[config.mk]
export PLATFORM = sky130hd
export DESIGN_NAME = xnor_descrambler16
export DESIGN_NICKNAME = d
export VERILOG_FILES = /design/src/rtl/xnor_descrambler16.sv
export SDC_FILE = /design/constraint.sdc
export NUM_CORES = 1
export LEC_CHECK = 0
export CAP_MARGIN = 25
export CORE_MARGIN = 1.5
export CORE_UTILIZATION = 50
export CTS_BUF_LIST = sky130_fd_sc_hd__clkbuf_16
export DETAILED_ROUTE_END_ITERATION = 8
export PLACE_DENSITY = 0.84
export SLEW_MARGIN = 10
export SYNTH_ARGS = -nofsm -noshare
export SYNTH_HDL_FRONTEND = slang
export SYNTH_SLANG_ARGS = --single-unit
[constraint.sdc]
create_clock -name clk -period 3.1 [get_ports clk]
set_clock_uncertainty 0.15 [all_clocks]
set_input_delay 0.465 -clock clk [delete_from_list [all_inputs] [get_ports clk]]
set_output_delay 0.465 -clock clk [all_outputs]
set_load 0.01 [all_outputs]
[src/rtl/xnor_descrambler16.sv]
// Streaming 16-bit XNOR descrambler with a Fibonacci LFSR keystream and a one-word output register.
// Optional pass-through input is enabled by defining XNOR_DESCRAMBLE_BYPASS_EN.
module xnor_descrambler16 #(
  parameter logic [15:0] SEED = 16'hACE1
) (
  input  logic        clk,
  input  logic        rst_n,
`ifdef XNOR_DESCRAMBLE_BYPASS_EN
  input  logic        bypass,
`endif
  input  logic        seed_load,
  input  logic [15:0] seed_in,
  input  logic        in_valid,
  output logic        in_ready,
  input  logic [15:0] in_data,
  output logic        out_valid,
  input  logic        out_ready,
  output logic [15:0] out_data,
  output logic [15:0] word_count
);

  logic [15:0] lfsr;
  logic [15:0] lfsr_next;
  logic        accept;
  logic        use_key;
  logic [15:0] result;

  // x^16+x^14+x^13+x^11+1 taps on bits 15, 13, 12, 10
  assign lfsr_next = {lfsr[14:0], lfsr[15] ^ lfsr[13] ^ lfsr[12] ^ lfsr[10]};

  assign in_ready = !seed_load && (!out_valid || out_ready);
  assign accept   = in_valid && in_ready;

`ifdef XNOR_DESCRAMBLE_BYPASS_EN
  assign use_key = !bypass;
`else
  assign use_key = 1'b1;
`endif

  assign result = use_key ? ~(in_data ^ lfsr) : in_data;

  always_ff @(posedge clk or negedge rst_n) begin
    if (!rst_n) begin
      lfsr       <= SEED;
      word_count <= 16'h0000;
    end else if (seed_load) begin
      lfsr       <= (seed_in == 16'h0000) ? SEED : seed_in;
      word_count <= 16'h0000;
    end else if (accept) begin
      if (use_key) begin
        lfsr <= lfsr_next;
      end
      word_count <= word_count + 16'h0001;
    end
  end

  // The output word stays put after a drain; only out_valid drops.
  always_ff @(posedge clk or negedge rst_n) begin
    if (!rst_n) begin
      out_valid <= 1'b0;
      out_data  <= 16'h0000;
    end else if (accept) begin
      out_valid <= 1'b1;
      out_data  <= result;
    end else if (out_ready) begin
      out_valid <= 1'b0;
    end
  end

endmodule

==> flow_summary.json, run 1 <==
{
  "status": "finished with violations",
  "violations": "design-rule violations",
  "hpwlAfterDp_mm": 4.02,
  "power_frac_seq_pct": 47.8,
  "grt_max_degree": 31,
  "cts_setup_buffers": 0,
  "synth.ff_latch_count": 49,
  "slowest_stage": "clkdlybuf4s50_1",
  "ctsHoldBuffers": 0,
  "max-vdd-ir-drop_v": 0.000298,
  "slew_viol_final": 0,
  "power.density_mw_per_mm2": 493,
  "core_mm2": 0.00444,
  "layout-drive-gt1-share_pct": 10.6,
  "r2r_cells": 5,
  "clock-sinks": 49,
  "cp_data_arrival_time_ps": 1810,
  "tightest_slew_ps": 708,
  "post-route-util_pct": 74.0,
  "port_buffers": 70,
  "final_nets": 339,
  "dieArea_mm2": 0.00514,
  "timing.rr.start": "word_count[0]$_DFFE_PN0P_",
  "hold_viol": 0,
  "synth.avg_cell_area_um2": 10.4,
  "switching_share_pct": 25.3,
  "viasPerCell": 5.53,
  "nFillCells": 336,
  "die_w_um": 71.7,
  "slowest_delay_ps": 550,
  "switchingPower_uw": 410,
  "crit_chain": "clkdlybuf4s50_1, buf_4, nor2_1, clkdlybuf4s50_1",
  "firstDrtPassIters": 6,
  "antenna_found_initial": 0,
  "gr-usage-met1_pct": 29.2,
  "root_buffer": "clkbuf_16",
  "leakage_nw": 1.38,
  "met2_usage_pct": 37.3,
  "antenna_cells": 0,
  "gp_congestion": 0.800,
  "worstSetupEndpointType": "output pin",
  "grt_pass1_wl_mm": 8.90,
  "postCtsResizedCells": 0,
  "synth_nets": 265,
  "row_count": 24,
  "rsz0062_at_grt": "false",
  "cts.path.max_buffers": 2,
  "grt-ovfl-total": 0,
  "max_clock_freq_mhz": 413,
  "cp-startpoint": "seed_load",
  "p_int_mw": 1.21,
  "startpoint_type": "input port",
  "drc": 6,
  "fin_hold_ws_ps": 78.0,
  "cp_num_buf_inv": 3,
  "io_pins": 71,
  "rr_endpoint": "word_count[14]$_DFFE_PN0P_",
  "h-tree-depth": 2,
  "clk_pin_slew_ps": 60,
  "seq_area_frac_synth_pct": 52.4,
  "setup-tns-final_ps": 0,
  "p_comb_share_pct": 21.2,
  "crit_fanout": 22,
  "cpMostUsedCell": "clkdlybuf4s50_1",
  "crit_family": "buffers and inverters",
  "top_usage_layer": "met2",
  "clock_latency_ps": 280,
  "crit_cells": 4,
  "synthCells": 227,
  "finalPower_mw": 1.62,
  "drv_cap": 0,
  "pwr-share-clk_pct": 31.0,
  "yosys_warnings": 0,
  "cts_made_buffers": 5,
  "setup_violations": 0,
  "rrSetupSlack_ps": 960,
  "cts_tree": "done",
  "die_h_um": 71.7,
  "wirelength_mm": 5.55,
  "num_vias": 1957,
  "wl_per_cell_um": 15.7,
  "slew_headroom_pct": 52.8,
  "crit_type": "input port to output pin",
  "finalCritPeriodShare_pct": 78.2,
  "grt_usage_pct": 22.2,
  "area_growth_pct": 39.4,
  "synth.distinct_cells": 32,
  "hold_path_class": "input port to async pin",
  "use_met3_pct": 3.52,
  "drt_iter0_drc": 95,
  "start_util_pct": 53.1,
  "post-route-min-period_ps": 2420,
  "syn-cell-area_mm2": 0.00236,
  "ant_nets": 0,
  "worstPathRequired_ps": 2480,
  "grt_pass1_vias": 1899,
  "crit_end": "in_ready"
}
## cell type report
class / count / area (um2) / area share (%)
clock buffer: 5 / 125 / 3.81
clock inverter: 3 / 11.3 / 0.342
inverter: 1 / 3.75 / 0.114
multi-input combinational: 167 / 1080 / 32.8
sequential: 49 / 1240 / 37.6
tap: 52 / 65.1 / 1.98
timing repair buffer: 77 / 768 / 23.4
## metrics by stage
step / instances / setup WS (ps) / cell area [um2]
after floorplan: 227 / 1120 / 2360
after global placement: 345 / 660 / 3120
after detailed placement: 346 / 575 / 3150
after CTS: 354 / 664 / 3290
after global routing: 354 / 629 / 3290
final: 354 / 677 / 3290
## layer usage
layer	up-vias	wire (um)
li1	959	-
met3	7	236
met1	931	2410
met2	60	2830
met4	0	70
met5	-	0
## Yosys cell counts, drive strengths merged
cell type | instances | area share, %
and4 | 2 | 0.74
nand2b | 14 | 4.0
xnor2 | 4 | 1.5
o31ai | 3 | 0.95
nand2 | 28 | 4.5
or3 | 2 | 0.53
xor2 | 18 | 6.7
nor2 | 7 | 1.1
o22a | 5 | 1.9
nand3 | 7 | 1.5
nand4 | 4 | 1.1
o221a | 4 | 1.9
nor4 | 6 | 1.6
dfrtp | 41 | 44
mux2 | 5 | 2.4
a31o | 1 | 0.37
a21oi | 5 | 1.1
buf | 1 | 0.21
dfstp | 8 | 8.9
or4 | 2 | 0.64
o21ai | 31 | 6.6
ha | 1 | 0.53
inv | 1 | 0.16
a22oi | 2 | 0.64
clkbuf | 9 | 1.5
mux2i | 9 | 3.8
nand3b | 1 | 0.32
nor2b | 3 | 0.80
nor3 | 2 | 0.42
and3 | 1 | 0.27
## cells in the final DEF, fill, tap and decap left out, drive strengths merged, types with 6 or more instances in the layout
| cell type | instances |
|---|---|
| xor2 | 18 |
| nor2 | 7 |
| mux2i | 9 |
| nand3 | 7 |
| dfrtp | 41 |
| clkdlybuf4s50 | 69 |
| dfstp | 8 |
| nand2b | 14 |
| nand2 | 28 |
| buf | 8 |
| nor4 | 6 |
| o21ai | 31 |
## worst min-delay path by stage
| stage | end | slack [ps] | from |
|---|---|---|---|
| 2_1_floorplan | lfsr[12]$_DFFE_PN0P_ | 20 | rst_n |
| 3_3_place_gp | out_data[13]$_DFFE_PN0P_ | 310 | out_data[13]$_DFFE_PN0P_ |
| 3_5_place_dp | out_data[3]$_DFFE_PN0P_ | 320 | out_data[3]$_DFFE_PN0P_ |
| 4_1_cts | out_data[1]$_DFFE_PN0P_ | 100 | rst_n |
| 5_1_grt | out_data[1]$_DFFE_PN0P_ | 140 | rst_n |
| 6_report | out_data[1]$_DFFE_PN0P_ | 80 | rst_n |
## power by group through the flow
stage,Clock (mW),Sequential [mW],Combinational (mW)
6_report,0.502,0.776,0.344
3_5_place_dp,0,0.788,0.343
3_3_place_gp,0,0.784,0.329
2_1_floorplan,0,0.801,0.124
4_1_cts,0.516,0.777,0.348
5_1_grt,0.541,0.785,0.375
## registers in the layout, summed over array words and instances (netlist names)
signal and count:
out_valid 1, out_data 16, word_count 16, lfsr 16
## logic make-up after synthesis
| kind of cell | synth area share [%] |
|---|---|
| simple gates | 17.5 |
| buf+inv | 1.86 |
| flops | 52.4 |
| mux | 6.21 |
| fa+ha+maj | 0.530 |
| compound gates | 13.4 |
| xor+xnor | 8.17 |
Power figures use the tool's default switching activity.
==> run 2: changes to the inputs <==
CORE_UTILIZATION = 42   (was 50)
PLACE_DENSITY = 0.76   (was 0.84)
clock period = 2.05 ns   (was 3.1 ns; I/O delays follow)
==> run 2 against run 1 <==
Effect of this change:
- the run now ends clean
- clock power up 68%
- routed wire length up 0.14%
- global-route usage down 3.1 points
- die area up 18%
- sequential power up 51%
- cell count up 9.3%
- critical path depth up 1
- core utilization down 12 points
- final area up 3.8%
- via count up 0.87%
- combinational power up 54%
- hold slack better by 140 ps
- largest cell class unchanged
==> flow_summary.json, run 2 (synthesis gave the netlist of run 1 again) <==
{
  "status": "complete, no violations",
  "core_mm2": 0.00547,
  "r2r_cells": 5,
  "route.met3.wl_um": 225,
  "clk_pin_slew_ps": 70,
  "placed_cells": 378,
  "finalNonFillerCells": 387,
  "gp_congestion": 0.818,
  "hpwlAfterDp_mm": 4.02,
  "die_h_um": 77.9,
  "hold_path_class": "input port to async pin",
  "reg_top3": "lfsr: 16 flops, out_data: 16 flops, word_count: 16 flops",
  "layout-drive-gt1-share_pct": 15.2,
  "antenna_cells": 0,
  "wl_met2_mm": 2.77,
  "cts_setup_buffers": 0,
  "rsz0062_at_grt": "false",
  "cp_data_arrival_time_ps": 2010,
  "max-vdd-ir-drop_v": 0.000403,
  "max_clock_freq_mhz": 515,
  "final_common_cell": "clkdlybuf4s50_1",
  "firstDrtPassIters": 4,
  "drt_iter0_drc": 106,
  "crit_fanout": 5,
  "drv_cap": 0,
  "num_vias": 1974,
  "row_count": 27,
  "cts_made_buffers": 5,
  "hold_viol": 0,
  "viasPerCell": 5.10,
  "leakage_nw": 1.44,
  "startpoint_type": "flip-flop",
  "wl_per_cell_um": 14.3,
  "port_buffers": 70,
  "finalCritPeriodShare_pct": 94.7,
  "crit_type": "flip-flop to flip-flop",
  "fin_hold_ws_ps": 215,
  "final_nets": 352,
  "cts_tree": "done",
  "start_util_pct": 43.1,
  "clock_latency_ps": 290,
  "grt_max_degree": 41,
  "power.density_mw_per_mm2": 744,
  "setup_violations": 0,
  "worstSetupEndpointType": "flip-flop",
  "area_growth_pct": 44.8,
  "final_cell_mix": "clkdlybuf4s50_1, dfrtp_1, o21ai_0",
  "tightest_slew_ps": 352,
  "clock-sinks": 49,
  "grt_pass1_vias": 1838,
  "worstPathRequired_ps": 2110,
  "ant_nets": 0,
  "grt_usage_pct": 19.1,
  "maxUsedRoutingLayer": "met4",
  "wirelength_mm": 5.55,
  "grt_pass1_wl_mm": 8.98,
  "cts.path.max_buffers": 2,
  "die_w_um": 77.9,
  "slew_headroom_pct": 76.5,
  "io_pins": 71,
  "root_buffer": "clkbuf_16",
  "antenna_found_initial": 0,
  "drc": 0,
  "grt-ovfl-total": 0,
  "m1WireLength_mm": 2.43,
  "h-tree-depth": 2,
  "slew_viol_final": 0,
  "dieArea_mm2": 0.00607,
  "post-route-min-period_ps": 1940
}
[run 2: repair_timing]
| item | in CTS | in global routing |
|---|---|---|
| hold buffers | 1 | 0 |
| endpoints found under the hold margin | 41 | 0 |
| setup endpoints to repair | 0 | 4 |
| gates resized for setup | 0 | 2 |
[run 2: metrics by stage]
stage	setup TNS, ps	power, mW	worst slack [ps]	area, um2	util [%]
after floorplan	0	1.40	70.4	2360	-
after global placement	-361	1.71	-102	3250	59.3
after detailed placement	-701	1.72	-164	3250	59.3
after CTS	0	2.56	40.3	3410	62.3
after global routing	0	2.68	10.4	3410	62.4
final	0	2.54	108	3410	62.4
[run 2: path summary, 6_finish.rpt]
kind                                            from  slack (ps)                         end
setup / recovery           word_count[0]$_DFFE_PN0P_         110  word_count[12]$_DFFE_PN0P_
hold / removal                                 rst_n         220  word_count[11]$_DFFE_PN0P_
setup reg to reg           word_count[0]$_DFFE_PN0P_         110  word_count[12]$_DFFE_PN0P_
hold reg to reg              out_data[5]$_DFFE_PN0P_         330     out_data[5]$_DFFE_PN0P_
max in group asynchronous                      rst_n         960        lfsr[11]$_DFFE_PN1P_
min in group clk             out_data[5]$_DFFE_PN0P_         330     out_data[5]$_DFFE_PN0P_
[run 2: power by group]
| part | internal [mW] | switching, mW | leakage [nW] |
|---|---|---|---|
| logic | 0.315 | 0.214 | 0.760 |
| registers | 1.09 | 0.0793 | 0.611 |
| clock network | 0.461 | 0.383 | 0.0708 |
[run 2: per-layer routing]
metal | up-vias | track usage [%]
met2 | 47 | 30.5
met5 | - | 0
met3 | 11 | 4.47
met4 | 0 | 8.04
met1 | 937 | 24.7
li1 | 979 | -
[run 2: worst max-delay path, cell delays in order, from the launching register on]
cell	delay, ps
dfrtp_1	360
ha_1	200
nand3_2	150
or4_1	480
or3_1	370
a21oi_1	150
[run 2: final cells by class]
cell class | instances | area, um2
sequential | 49 | 1240
clock inverter | 3 | 25.0
timing repair buffer | 90 | 851
clock buffer | 5 | 125
fill | 469 | 2060
multi-input combinational | 167 | 1080
tap | 72 | 90.1
inverter | 1 | 3.75
